**src/rtl/glob_regfile.sv**
```systemverilog
// Global parameter/descriptor register file with per-slot dirty tracking.
// Optional shadow checkpoint (save/restore) enabled by defining GLOB_REGFILE_CHECKPOINT_EN.
module glob_regfile #(
    parameter int NPARAM = 5,
    parameter int NDESC  = 2
) (
    input  logic                  clk,
    input  logic                  rst_n,
    input  logic [NPARAM-1:0]     param_set,
    input  logic [32*NPARAM-1:0]  param_value,
    input  logic [NDESC-1:0]      desc_set,
    input  logic [64*NDESC-1:0]   desc_value,
    input  logic                  ckpt_save,
    input  logic                  ckpt_restore,
    output logic [32*NPARAM-1:0]  glob_param,
    output logic [64*NDESC-1:0]   glob_descriptor,
    output logic [32*NDESC-1:0]   glob_desc_base,
    output logic [32*NDESC-1:0]   glob_desc_limit,
    output logic [NPARAM+NDESC-1:0] glob_dirty,
    output logic                  ckpt_valid
);
    localparam int NSLOT = NPARAM + NDESC;

    logic [32*NPARAM-1:0] param_q, param_d;
    logic [64*NDESC-1:0]  desc_q, desc_d;
    logic [NSLOT-1:0]     dirty_q, dirty_d;
    logic [NSLOT-1:0]     set_all;
    logic                 restore_eff;

    assign set_all = {desc_set, param_set};

`ifdef GLOB_REGFILE_CHECKPOINT_EN
    logic [32*NPARAM-1:0] shadow_param_q, shadow_param_d;
    logic [64*NDESC-1:0]  shadow_desc_q, shadow_desc_d;
    logic                 valid_q, valid_d;

    // A restore only takes effect once a snapshot exists.
    assign restore_eff = ckpt_restore & valid_q;

    always_comb begin
        shadow_param_d = shadow_param_q;
        shadow_desc_d  = shadow_desc_q;
        valid_d        = valid_q;
        if (ckpt_save && !restore_eff) begin
            shadow_param_d = param_q;
            shadow_desc_d  = desc_q;
            valid_d        = 1'b1;
        end
    end

    always_ff @(posedge clk or negedge rst_n) begin
        if (!rst_n) begin
            shadow_param_q <= '0;
            shadow_desc_q  <= '0;
            valid_q        <= 1'b0;
        end else begin
            shadow_param_q <= shadow_param_d;
            shadow_desc_q  <= shadow_desc_d;
            valid_q        <= valid_d;
        end
    end

    assign ckpt_valid = valid_q;
`else
    logic unused_restore;
    assign unused_restore = ckpt_restore;
    assign restore_eff    = 1'b0;
    assign ckpt_valid     = 1'b0;
`endif

    always_comb begin
        param_d = param_q;
        desc_d  = desc_q;
        dirty_d = dirty_q;
        if (restore_eff) begin
`ifdef GLOB_REGFILE_CHECKPOINT_EN
            param_d = shadow_param_q;
            desc_d  = shadow_desc_q;
`endif
            dirty_d = '0;
        end else begin
            for (int i = 0; i < NPARAM; i++) begin
                if (param_set[i]) param_d[32*i +: 32] = param_value[32*i +: 32];
            end
            for (int j = 0; j < NDESC; j++) begin
                if (desc_set[j]) desc_d[64*j +: 64] = desc_value[64*j +: 64];
            end
            // Save clears history; only writes landing in the save cycle remain dirty.
            dirty_d = ckpt_save ? set_all : (dirty_q | set_all);
        end
    end

    always_ff @(posedge clk or negedge rst_n) begin
        if (!rst_n) begin
            param_q <= '0;
            desc_q  <= '0;
            dirty_q <= '0;
        end else begin
            param_q <= param_d;
            desc_q  <= desc_d;
            dirty_q <= dirty_d;
        end
    end

    assign glob_param      = param_q;
    assign glob_descriptor = desc_q;
    assign glob_dirty      = dirty_q;

    // Segment-style decode: G bit selects 4 KiB granularity for the limit.
    for (genvar j = 0; j < NDESC; j++) begin : g_desc
        assign glob_desc_base[32*j +: 32] = {desc_q[64*j+56 +: 8], desc_q[64*j+16 +: 24]};
        assign glob_desc_limit[32*j +: 32] = desc_q[64*j+55]
            ? {desc_q[64*j+48 +: 4], desc_q[64*j +: 16], 12'hFFF}
            : {12'd0, desc_q[64*j+48 +: 4], desc_q[64*j +: 16]};
    end

endmodule
```
**config.mk**
```make
export PLATFORM = sky130hd
export DESIGN_NAME = glob_regfile
export DESIGN_NICKNAME = d
export VERILOG_FILES = /design/src/rtl/glob_regfile.sv
export SDC_FILE = /design/constraint.sdc
export NUM_CORES = 1
export LEC_CHECK = 0
export BUFFER_PORTS_ARGS = -buffer_cell sky130_fd_sc_hd__buf_4
export CORE_AREA = 2 2 278 280
export DETAILED_ROUTE_END_ITERATION = 8
export DIE_AREA = 0 0 280 282
export PLACE_DENSITY_LB_ADDON = 0.12
export SYNTH_ARGS = -nofsm -noshare
export SYNTH_HDL_FRONTEND = slang
export SYNTH_SLANG_ARGS = --single-unit
```
**constraint.sdc**
```tcl
create_clock -name clk -period 2 [get_ports clk]
set_input_delay 0.5 -clock clk [delete_from_list [all_inputs] [get_ports clk]]
set_output_delay 0.5 -clock clk [all_outputs]
set_load 0.01 [all_outputs]
```
==> results of run 1 <==
## registers in the layout (all words and copies together) (netlist names)
register,count
glob_param,160
glob_dirty,7
glob_descriptor,128
## where the power goes
group	total (mW)	leakage, nW	internal (mW)	switching [mW]
logic	3.79	5.54	2.29	1.50
registers	7.04	3.44	6.57	0.466
clock network	6.78	0.614	4.05	2.73
## stage by stage
step	power [mW]	worst slack [ns]	cells	area (um^2)	hold slack, ns
final	17.6	-0.101	2445	20000	0.181
after global routing	18.6	-0.173	2445	20000	0.133
after CTS	18.1	-0.153	2445	20000	0.125
after detailed placement	10.9	0.340	2378	18500	0.424
after global placement	10.9	0.357	2378	18500	0.423
after floorplan	8.70	0.464	763	12400	0.204
## per-layer routing
| layer | part of all wire (%) | vias up | GRT usage [%] |
|---|---|---|---|
| li1 | - | 3916 | - |
| met1 | 36 | 4313 | 12.3 |
| met2 | 55 | 328 | 20.5 |
| met3 | 7.3 | 55 | 3.24 |
| met4 | 1.9 | 0 | 3.10 |
| met5 | 0 | - | 0 |
## cells by family (layout without fill, tap and decap cells)
family                 Yosys count  in the layout  synth area share [%]
multiplexers                   304            304                  30.6
buffers and inverters          108            812                  7.08
other                            1              1                0.0302
AND/OR/NAND/NOR                 48             48                  2.42
flip-flops                     295            295                  59.5
AO/OA/AOI/OAI                    7              7                 0.424
## worst max-delay path: cells and delay by family, from the launching register on
| family | cells | cell delay, ns |
|---|---|---|
| muxes | 1 | 0.35 |
| buffers and inverters | 2 | 0.31 |
| DFF | 1 | 0.39 |
## repair_timing
| action | 4_1_cts | 5_1_grt |
|---|---|---|
| setup buffers | 1 | 0 |
| hold endpoints to repair | 21 | 0 |
| hold buffers | 1 | 0 |
| setup endpoints to repair | 64 | 42 |
| resized for setup | 55 | 4 |
## synthesized netlist by cell type
| cell type | number |
|---|---|
| dfrtp_1 | 295 |
| mux2_2 | 206 |
| mux2_4 | 98 |
| buf_4 | 65 |
| buf_6 | 29 |
| and2_1 | 24 |
| or2_2 | 24 |
| a21o_1 | 7 |
| buf_2 | 7 |
| clkbuf_1 | 4 |
| clkbuf_2 | 2 |
| conb_1 | 1 |
| inv_1 | 1 |
## area by class of cell
class | instances | area, um^2
clock buffer | 57 | 1170
clock inverter | 8 | 55.1
fill | 7896 | 55700
inverter | 1 | 3.75
multi-input combinational | 360 | 4220
sequential | 295 | 7380
tap | 978 | 1220
timing repair buffer | 746 | 5910
## path summary, 6_finish.rpt
path,end,slack [ns],cells past startpoint
min in group asynchronous,glob_descriptor[101],0.45,2
max reg2reg,glob_descriptor[119],1.04,2
max,glob_desc_limit[18],-0.10,3
min,glob_descriptor[25],0.18,2
max in group asynchronous,glob_param[114],0.83,4
min reg2reg,glob_dirty[2],0.48,1
==> results.md, run 1 <==
STA:
- Setup repair after global routing could not meet its margin everywhere.
- The worst clock skew is 0 ns.
- After layout, the minimum clock period comes to about 2.1 ns.
- The fraction of the cycle the final worst path needs is 105%.
- The final total negative setup slack is -2.11 ns.
- The final count of pins violating max slew is 0.
- The setup-violating endpoint count in the final report is 36.
- The maximum achievable frequency is 476 MHz.
- The total count of hold-check failures in the final report is 0.
- After layout, the worst setup slack is -0.101 ns.

Global route:
- The wire length of the first global-routing pass is between 60,000 and 70,000 um.
- The leftover overflow at the end of global routing is 0.
- The via count of the first global-routing pass came to just over 9,000.
- The total routing usage reported by global routing is ~11%.
- Entering global routing, the biggest net connects 64 pins.
- The initial antenna violation count is 0.

Floorplan:
- The initial utilization of the core area, before any placement, comes to approximately 16%.
- The count of pins on the block boundary is between 700 and 800.
- The area of the die is ~0.079 mm^2.
- The die boundary height is around 280 um.
- The number of cell rows is slightly above 100.
- The area of the core region is 0.0757 mm^2.
- The width of the die is around 280 um.

Yosys:
- Ranked by total cell area, the synthesized netlist is headed by dfrtp_1 (59%), mux2_2 (19%), mux2_4 (12%).
- The total number of yosys warnings is 0.
- Of the synthesized area, sequential elements account for between 50 and 60%.
- The number of synthesized register bits is about 300.
- The average instance in the mapped netlist occupies roughly 16 um^2.
- The post-synthesis instance area is 0.0124 mm^2.
- Counting distinct cell types in the post-synthesis netlist gives 13.
- The total nets after synthesis is between 1,000 and 1,500.
- The top cell type by area accounts for between 50% and 60% of the synthesized area.
- Of all cell types, the one taking the most synthesized area is dfrtp_1.
- Synthesis produced 763 cells.

Cells and area:
- The share of post-route cells with drive strength above 1 is 77.2%.
- The area overhead of the layout relative to synthesis is 60.9%.
- The final layout contains between 1,500 and 2,000 nets.
- The leading cell type in the layout, fill and taps excluded is buf_4.
- The core utilization of the finished layout is around a quarter.
- Leaving out fill and tap cells, the most frequent cells in the layout are buf_4 (697), dfrtp_1 (294), mux2_2 (196).
- The final antenna diode count is 0.

Critical path:
- On the worst path, the slowest cell contributes a delay of between 0.3 and 0.4 ns.
- The most critical setup path has its startpoint at glob_descriptor[55].
- STA classifies the critical path startpoint as a flop.
- The peak fanout along the critical path is 31.
- In this run the critical register-to-register path is launched from glob_descriptor[119].
- The type of destination of the critical path is an output pin.
- STA puts the critical path data required time at approximately 1.5 ns.
- The slowest cell on the critical path is dfrtp_2.
- The data arrival at the endpoint of the critical path is between 1.5 and 2 ns.
- The critical path goes through buf_12, mux2_2, buf_4.
- The path type of the worst setup path is flop to output pin.

Clock network:
- The CTS clock-pin slew for the worst setup and hold paths is approximately 0.060 ns.
- The later pin in the worst-skew pair is clocked with a latency of roughly 0.53 ns.
- The sink count of the clock tree is slightly below 300.
- CTS built an H-tree with a depth of 2.
- Clock tree synthesis selected as its root buffer the cell clkbuf_16.
- Counting along the longest clock path gives a buffer depth of 3.
- The clock tree from TritonCTS is yes.
- Counting the buffers created by CTS gives 39.

Hold path:
- The min-delay analysis places its worst path in the category input port to flop.
- The startpoint identified for the worst hold timing path is desc_value[25].

Route:
- In the routed design, unresolved DRC markers number 0.
- The detailed-route vias per instance is between 3 and 4.
- After the first detailed-routing iteration, the DRC count stood at 247.
- The total detailed-routing wirelength is ~46,000 um.
- The first TritonRoute pass finished after 4 iterations.
- The vias after detailed routing is approximately 8,600.
- The post-detailed-route count of antenna-violating nets is 0.
- The wire length per cell is about 19 um.

Status:
- The run finished, with violations left.
- The checks that failed: negative setup slack.

Power:
- IR analysis of the VDD net gives a maximum drop of roughly 0.00045 V.
- The power per unit of standard cell area is about 880 mW/mm^2.
- The analysis attributes to cell leakage a power of around 9.6 nW.

Placement:
- The placer's final routability congestion estimate is approximately 0.76.
- The wire-length estimate of the detail-placed layout is 35,900 um.
- During placement, the flow inserted port buffers numbering 720.

Flow run:
- The max-cap violation count is 0.
(Power assumes the default switching activity.)
==> run 2: changes to the inputs <==
- PLACE_DENSITY: default -> 0.34
- PLACE_DENSITY_LB_ADDON: 0.12 -> default
==> results.md, run 2 (synthesis gave the netlist of run 1 again) <==
Route:
- In the final routed layout, each cell accounts on average for 20.0 um.
- The total DRC errors in the routed layout is 0.
- The detailed router finished its first iteration with about 230 violations.
- The post-detailed-route count of antenna-violating nets is 0.
- The number of optimization iterations in the first detailed-route pass is 4.
- The vias after detailed routing is a little under 9,000.
- After detailed routing, the number of vias per cell comes to between 3 and 4.
- Summed over all layers, the routed wires come to roughly 49,000 um.

Cells and area:
- Leaving out fill and tap cells, the most frequent cells in the layout are buf_4 (683), dfrtp_1 (293), mux2_2 (197).
- The register with the most flip-flops in the layout has 160 of them.
- The area overhead of the layout relative to synthesis is 63.4%.
- Counting the fill cells in the layout gives around 8,000.
- Leaving out filler cells and counting taps, the final layout contains about 2,500.
- The leading cell type in the layout, fill and taps excluded is buf_4.
- Of the cells placed in the final design, the portion with a size suffix greater than 1 is between 70 and 80%.
- After the last flow step, the layout net total stands at about 1,800.

STA:
- The final count of pins violating max slew is 0.
- Setup violations remaining at the end of the flow were counted as 52.
- Static timing analysis puts the maximum clock frequency at about 460 MHz.
- For the final database, setup skew stands at 0 ns.
- Of the available clock period, the critical path in the final layout requires 109%.
- The worst-case headroom to the max-slew limit is 66.1%.
- Across all setup checks in the final design, the least slack found is -0.187 ns.
- The final total negative setup slack is -4.64 ns.
- The total count of hold-check failures in the final report is 0.
- The clock period minus final worst setup slack is around 2.2 ns.
- The slew at the pin closest to its max-slew limit is roughly 0.51 ns.
- Setup repair after global routing could not meet its margin everywhere.

Critical path:
- For the worst setup path, the data arrival time is about 1.7 ns.
- The setup slack of the worst register-to-register path is 0.71 ns.
- The kind of start point of the critical path is a flop.
- The required time of the critical path is 1.50 ns.
- The startpoint of the lowest-slack register-to-register path is glob_descriptor[119].
- The worst register-to-register path has a depth of 4.
- The worst register-to-register path ends at glob_descriptor[119].
- The gate family responsible for the most delay along the worst path is flip-flops.
- The slowest stage of the critical path belongs to the cell dfrtp_4.
- Together, buffers and inverters on the worst path number 2.
- Of all nets on the critical path, the largest fanout is 11.
- The worst setup path is captured at an output pin.
- Walking the worst path, the cells encountered are buf_8, mux2_2, buf_4.
- On the worst path, the slowest cell contributes a delay of 0.50 ns.
- The path type of the worst setup path is flop to output pin.

Status:
- The checks that failed: negative setup slack.
- The run finished, with violations left.

Global route:
- Entering global routing, the biggest net connects between 40 and 50 pins.
- The via count of the first global-routing pass is approximately 9,500.
- Summed over all layers, the global routing overflow is 0.
- The wire length of the first global-routing pass is 67,900 um.
- The initial antenna violation count came to 5.
- Global routing consumed, over all layers together, approximately an eighth of the routing resources.

Hold path:
- The worst hold path passes through 2 cells.
- The path with the worst hold slack has its endpoint at glob_descriptor[85].
- In this run the most critical hold path is launched from desc_value[85].
- The worst hold-check path type is input port to flop.

Power:
- The clock network burns approximately 39% of the power.
- The power share of the combinational group is approximately 22%.
- For this design the ratio of total power to cell area is about 890 mW/mm^2.
- Across the VDD grid, the largest voltage drop is a little under 0.0005 V.
- The sequential cell fraction of total power is 39.5%.
- The internal power of the cells is between 10 and 15 mW.
- The switching share of total power is approximately 27%.
- In this run the static leakage power is between 9 and 10 nW.
- For this design the total switching power over the nets is just under 5 mW.

Clock network:
- The sink count of the clock tree is 295.
- The TritonCTS buffer count is 39.
- The cell sitting at the root of the clock tree is a clkbuf_16.
- The number of H-tree branching levels is 2.
- The clock latency reported for the late side of the worst-skew pair is 0.54 ns.
- After clock tree synthesis, the clock-pin slew on the worst setup and hold paths is 0.06 ns.
- The clock tree from TritonCTS is yes.
- The maximum buffer depth of the clock tree is 3.

Placement:
- The placer's final routability congestion estimate is roughly 0.76.
- Input and output buffers added on the ports amount to a little over 700.
- Once placement completed, the tool counted placed cells totaling around 2,400.
- Detailed placement finished with a half-perimeter wire length of ~38,000 um.

Floorplan:
- The starting density of the core is between 15 and 20%.
- The floorplan step defined a core boundary enclosing between 0.07 and 0.08 mm^2.
- The number of cell rows is 101.
- Pin placement for this block handled approximately 720 I/O pins.
- The area of the die is about 0.08 mm^2.
- Measured along the x axis, the die boundary spans between 200 and 300 um.
- The die boundary height is 282 um.

Flow run:
- The max-cap violation count is 0.
run 2: cell types whose count changed in the layout (fill, tap and decap cells not counted), sizes merged:
cell / delta
clkbuf: +6
bufinv: +1
diode: +4
clkinv: -1
buf: +13
run 2: routing by layer:
layer / share of wire, % / track usage (%) / vias up
li1: - / - / 3961
met1: 36 / 13.0 / 4452
met2: 53 / 21.0 / 320
met3: 7.1 / 3.31 / 78
met4: 3.0 / 4.48 / 2
met5: 0.026 / 0 / -
run 2: what timing repair did:
item	in CTS	in global routing
hold buffers	1	0
endpoints found under the setup margin	53	53
setup buffers	6	3
endpoints found under the hold margin	33	0
pin swaps	11	12
gates resized for setup	87	30
cloned	0	4
run 2: worst max-delay path by stage:
stage	from	slack, ns	depth (start not counted)	endpoint
finish	glob_descriptor[119]	-0.19	3	glob_desc_limit[48]
global route	glob_descriptor[119]	-0.26	3	glob_desc_limit[48]
CTS	glob_descriptor[119]	-0.23	3	glob_desc_limit[47]
detailed placement	glob_descriptor[119]	0.15	3	glob_desc_limit[36]
global placement	glob_descriptor[119]	0.16	3	glob_desc_limit[34]
floorplan	glob_descriptor[55]	0.46	3	glob_desc_limit[15]
run 2: final cells by class:
| type | count | area (um^2) | area share [%] |
|---|---|---|---|
| inverter | 1 | 3.75 | 0.0185 |
| clock buffer | 61 | 1170 | 5.77 |
| multi-input combinational | 360 | 4280 | 21.1 |
| antenna | 4 | 10.0 | 0.0494 |
| sequential | 295 | 7390 | 36.4 |
| clock inverter | 8 | 83.8 | 0.414 |
| timing repair buffer | 761 | 6110 | 30.1 |
| tap | 978 | 1220 | 6.04 |
run 2: power groups by stage:
stage | Combinational (mW) | Sequential, mW | Clock, mW
after floorplan | 1.40 | 7.30 | 0
after global placement | 3.76 | 7.17 | 0
after detailed placement | 3.76 | 7.17 | 0
after CTS | 3.94 | 7.08 | 7.30
after global routing | 4.20 | 7.17 | 7.54
final | 3.94 | 7.08 | 6.93
run 2: worst register-to-register path, stage by stage (launching register included):
cell and delay (ns):
dfrtp_4 0.55, buf_6 0.15, buf_6 0.11, buf_4 0.12
mux2_4 0.26
run 2: per-stage QoR:
stage	setup WS, ns	power (mW)	instance area, um^2	utilization (%)	hold WS, ns
final	-0.187	17.9	20300	26.8	0.179
after CTS	-0.230	18.3	20100	26.5	0.122
after global placement	0.158	10.9	18500	24.4	0.466
after detailed placement	0.149	10.9	18500	24.4	0.471
after floorplan	0.464	8.70	12400	-	0.204
after global routing	-0.257	18.9	20300	26.8	0.131
==> run 3: changes to the inputs <==
- PLACE_DENSITY: 0.34 -> 0.39
- SETUP_SLACK_MARGIN: default -> 0.5
==> results.md, run 3 (synthesis gave the netlist of run 1 again) <==
Placement:
- Timing analysis after detailed placement gives a worst setup slack of 0.407 ns.
- At the end of routability-driven placement, the weighted congestion stood at around 0.75.
- Detailed placement finished with a half-perimeter wire length of approximately 34,000 um.
- During placement, the flow inserted port buffers numbering 720.
- The placed instances occupy a cell area of approximately 0.019 mm^2.

Cells and area:
- The area overhead of the layout relative to synthesis is 78.1%.
- The final design instance area without fill is approximately 0.022 mm^2.
- The core utilization of the finished layout is roughly 30%.
- The leading cell type in the layout, fill and taps excluded is buf_6.
- The library cells used most frequently in the layout, excluding fill and tap cells, are buf_6 (418), buf_4 (383), dfrtp_1 (253).
- The layout has just under 8,000 filler cells.
- In the final design database the tool counted about 1,800 nets.
- The share of post-route cells with drive strength above 1 is between 80% and 90%.
- The flip-flop count of the largest register, all copies and words added is 160.
- The final antenna diode count is 0.

Clock network:
- After clock tree synthesis, the clock-pin slew on the worst setup and hold paths is 0.06 ns.
- Counting every sink on the clock net gives around 300.
- The longest clock path from root to sink contains 3 buffers.
- TritonCTS built the clock tree.
- The later pin in the worst-skew pair is clocked with a latency of 0.54 ns.
- The root buffer cell is clkbuf_16.
- The TritonCTS buffer count is 38.
- The number of H-tree branching levels is 2.

STA:
- Setup violations remaining at the end of the flow were counted as 57.
- Clock skew on the completed layout was measured at 0 ns.
- The fraction of the cycle the final worst path needs is 107%.
- The final count of pins violating max slew is 0.
- The total count of hold-check failures in the final report is 0.
- Setup repair after global routing could not meet its margin everywhere.
- The maximum achievable frequency is approximately 470 MHz.
- In the final timing run, aggregate negative setup slack is -4.30 ns.
- Setup slack on the critical path of the routed design comes to -0.135 ns.
- The worst-case headroom to the max-slew limit is approximately 62%.
- After layout, the minimum clock period comes to between 2 and 2.5 ns.
- The slew at the pin closest to its max-slew limit is 0.569 ns.

Hold path:
- The worst hold-check path type is input port to flop.
- The worst hold path terminates at glob_param[91].
- Along the worst hold path, the cell count comes to 2.
- In this run the most critical hold path is launched from param_value[91].

Critical path:
- The worst setup path is of the flop to output pin kind.
- The gate family responsible for the most delay along the worst path is flip-flops.
- Among all stages on the critical path, the largest delay is contributed by dfrtp_2.
- For the worst setup path, the data arrival time is 1.63 ns.
- The startpoint of the lowest-slack register-to-register path is glob_descriptor[119].
- In this run the register-to-register setup slack is approximately 0.71 ns.
- The required time of the critical path is approximately 1.5 ns.
- The number of buffers and inverters on the critical path is 2.
- The length in cells of the worst reg-to-reg path is 4.
- The worst setup path is captured at an output pin.
- The largest stage delay on the critical path is approximately 0.47 ns.
- The endpoint identified for the worst register-to-register timing path is glob_descriptor[119].
- The peak fanout along the critical path is 12.
- Walking the worst path, the cells encountered are buf_12, mux2_4, buf_6.
- The worst setup path is launched from a flop.

Route:
- For this run, design rule violations remaining after detail routing come to 0.
- The number of DRC markers after the initial detailed-route iteration is approximately 240.
- After detailed routing, the average wire length per cell comes to between 15 and 20 um.
- The vias after detailed routing is approximately 9,100.
- The number of optimization iterations in the first detailed-route pass is 4.
- Once detail routing completed, the nets flagged for antenna violations numbered 0.
- Summed over all layers, the routed wires come to between 40,000 and 50,000 um.
- After detailed routing, the number of vias per cell comes to ~3.6.

Power:
- The static leakage power is about 10 nW.
- The power per unit of standard cell area is 841 mW/mm^2.
- The design draws 18.6 mW.
- Across the VDD grid, the largest voltage drop is about 0.00051 V.

Global route:
- Summed over all layers, the global routing overflow is 0.
- The wire length of the first global-routing pass is roughly 64,000 um.
- The via count of the first global-routing pass is between 9,000 and 10,000.
- The maximum number of pins on one net before global-route repair is 52.
- The total routing usage reported by global routing is 10.7%.
- The initial antenna violation count is 1.

Flow run:
- Max-cap violations in this run came to 0.

Status:
- The flow ran to the end, but the final reports show violations.
- The checks that failed: negative setup slack.

Floorplan:
- The area of the core region is roughly 0.076 mm^2.
- For this configuration, the core starts out at a cell density of ~16%.
- The area of the die is between 0.07 and 0.08 mm^2.
- The die boundary height is between 200 and 300 um.
- The number of cell rows is 101.
- In this run the horizontal extent of the chip is 280 um.
- For this design the top-level I/O count stands at ~720.
==> run 3: changes by cell type in the layout (fill, tap and decap cells not counted), moves of 6 or more <==
cell     before  now
mux2_4      107  113
mux2_2      197  191
dfrtp_1     293  253
buf_6        65  418
dfrtp_2       1   42
buf_4       683  383
==> run 3: report_power, final <==
group | total (mW) | internal (mW) | leakage [nW] | switching [mW]
combinational | 4.54 | 2.98 | 6.43 | 1.56
sequential | 7.20 | 6.59 | 3.40 | 0.611
clock | 6.83 | 4.07 | 0.595 | 2.76
==> run 3: cell type report <==
class	count	area [um^2]	area share [%]
clock inverter	10	169	0.764
inverter	1	3.75	0.0170
sequential	295	7430	33.6
tap	978	1220	5.54
multi-input combinational	360	4310	19.5
timing repair buffer	817	7900	35.8
clock buffer	54	1050	4.76
==> run 3: worst max path at each step <==
stage / from / end / slack, ns / cells after the start
finish: glob_descriptor[55] / glob_desc_limit[13] / -0.13 / 3
global route: glob_descriptor[55] / glob_desc_limit[13] / -0.21 / 3
CTS: glob_descriptor[119] / glob_desc_limit[45] / -0.17 / 3
detailed placement: glob_descriptor[55] / glob_desc_limit[12] / 0.41 / 3
global placement: glob_descriptor[55] / glob_desc_limit[12] / 0.41 / 3
floorplan: glob_descriptor[55] / glob_desc_limit[10] / 0.48 / 3
==> run 3: what timing repair did <==
item,CTS,global route
cloned,1,4
pin swaps,3,1
resized for setup,273,241
setup endpoints to repair,423,423
hold endpoints to repair,30,0
buffers inserted,33,31
hold buffers,1,0
==> run 3: routing by layer <==
metal	vias to the layer above	wire, um	global-route usage (%)
met1	4515	16200	11.4
met4	2	1010	3.02
met3	67	3630	3.63
met2	413	24700	20.0
met5	-	13	0
li1	4056	-	-
==> run 3: stage by stage <==
| step | hold WS [ns] | std cells |
|---|---|---|
| after global placement | 0.462 | 2381 |
| after global routing | 0.125 | 2515 |
| final | 0.168 | 2515 |
| after CTS | 0.116 | 2480 |
| after floorplan | 0.204 | 763 |
| after detailed placement | 0.470 | 2381 |
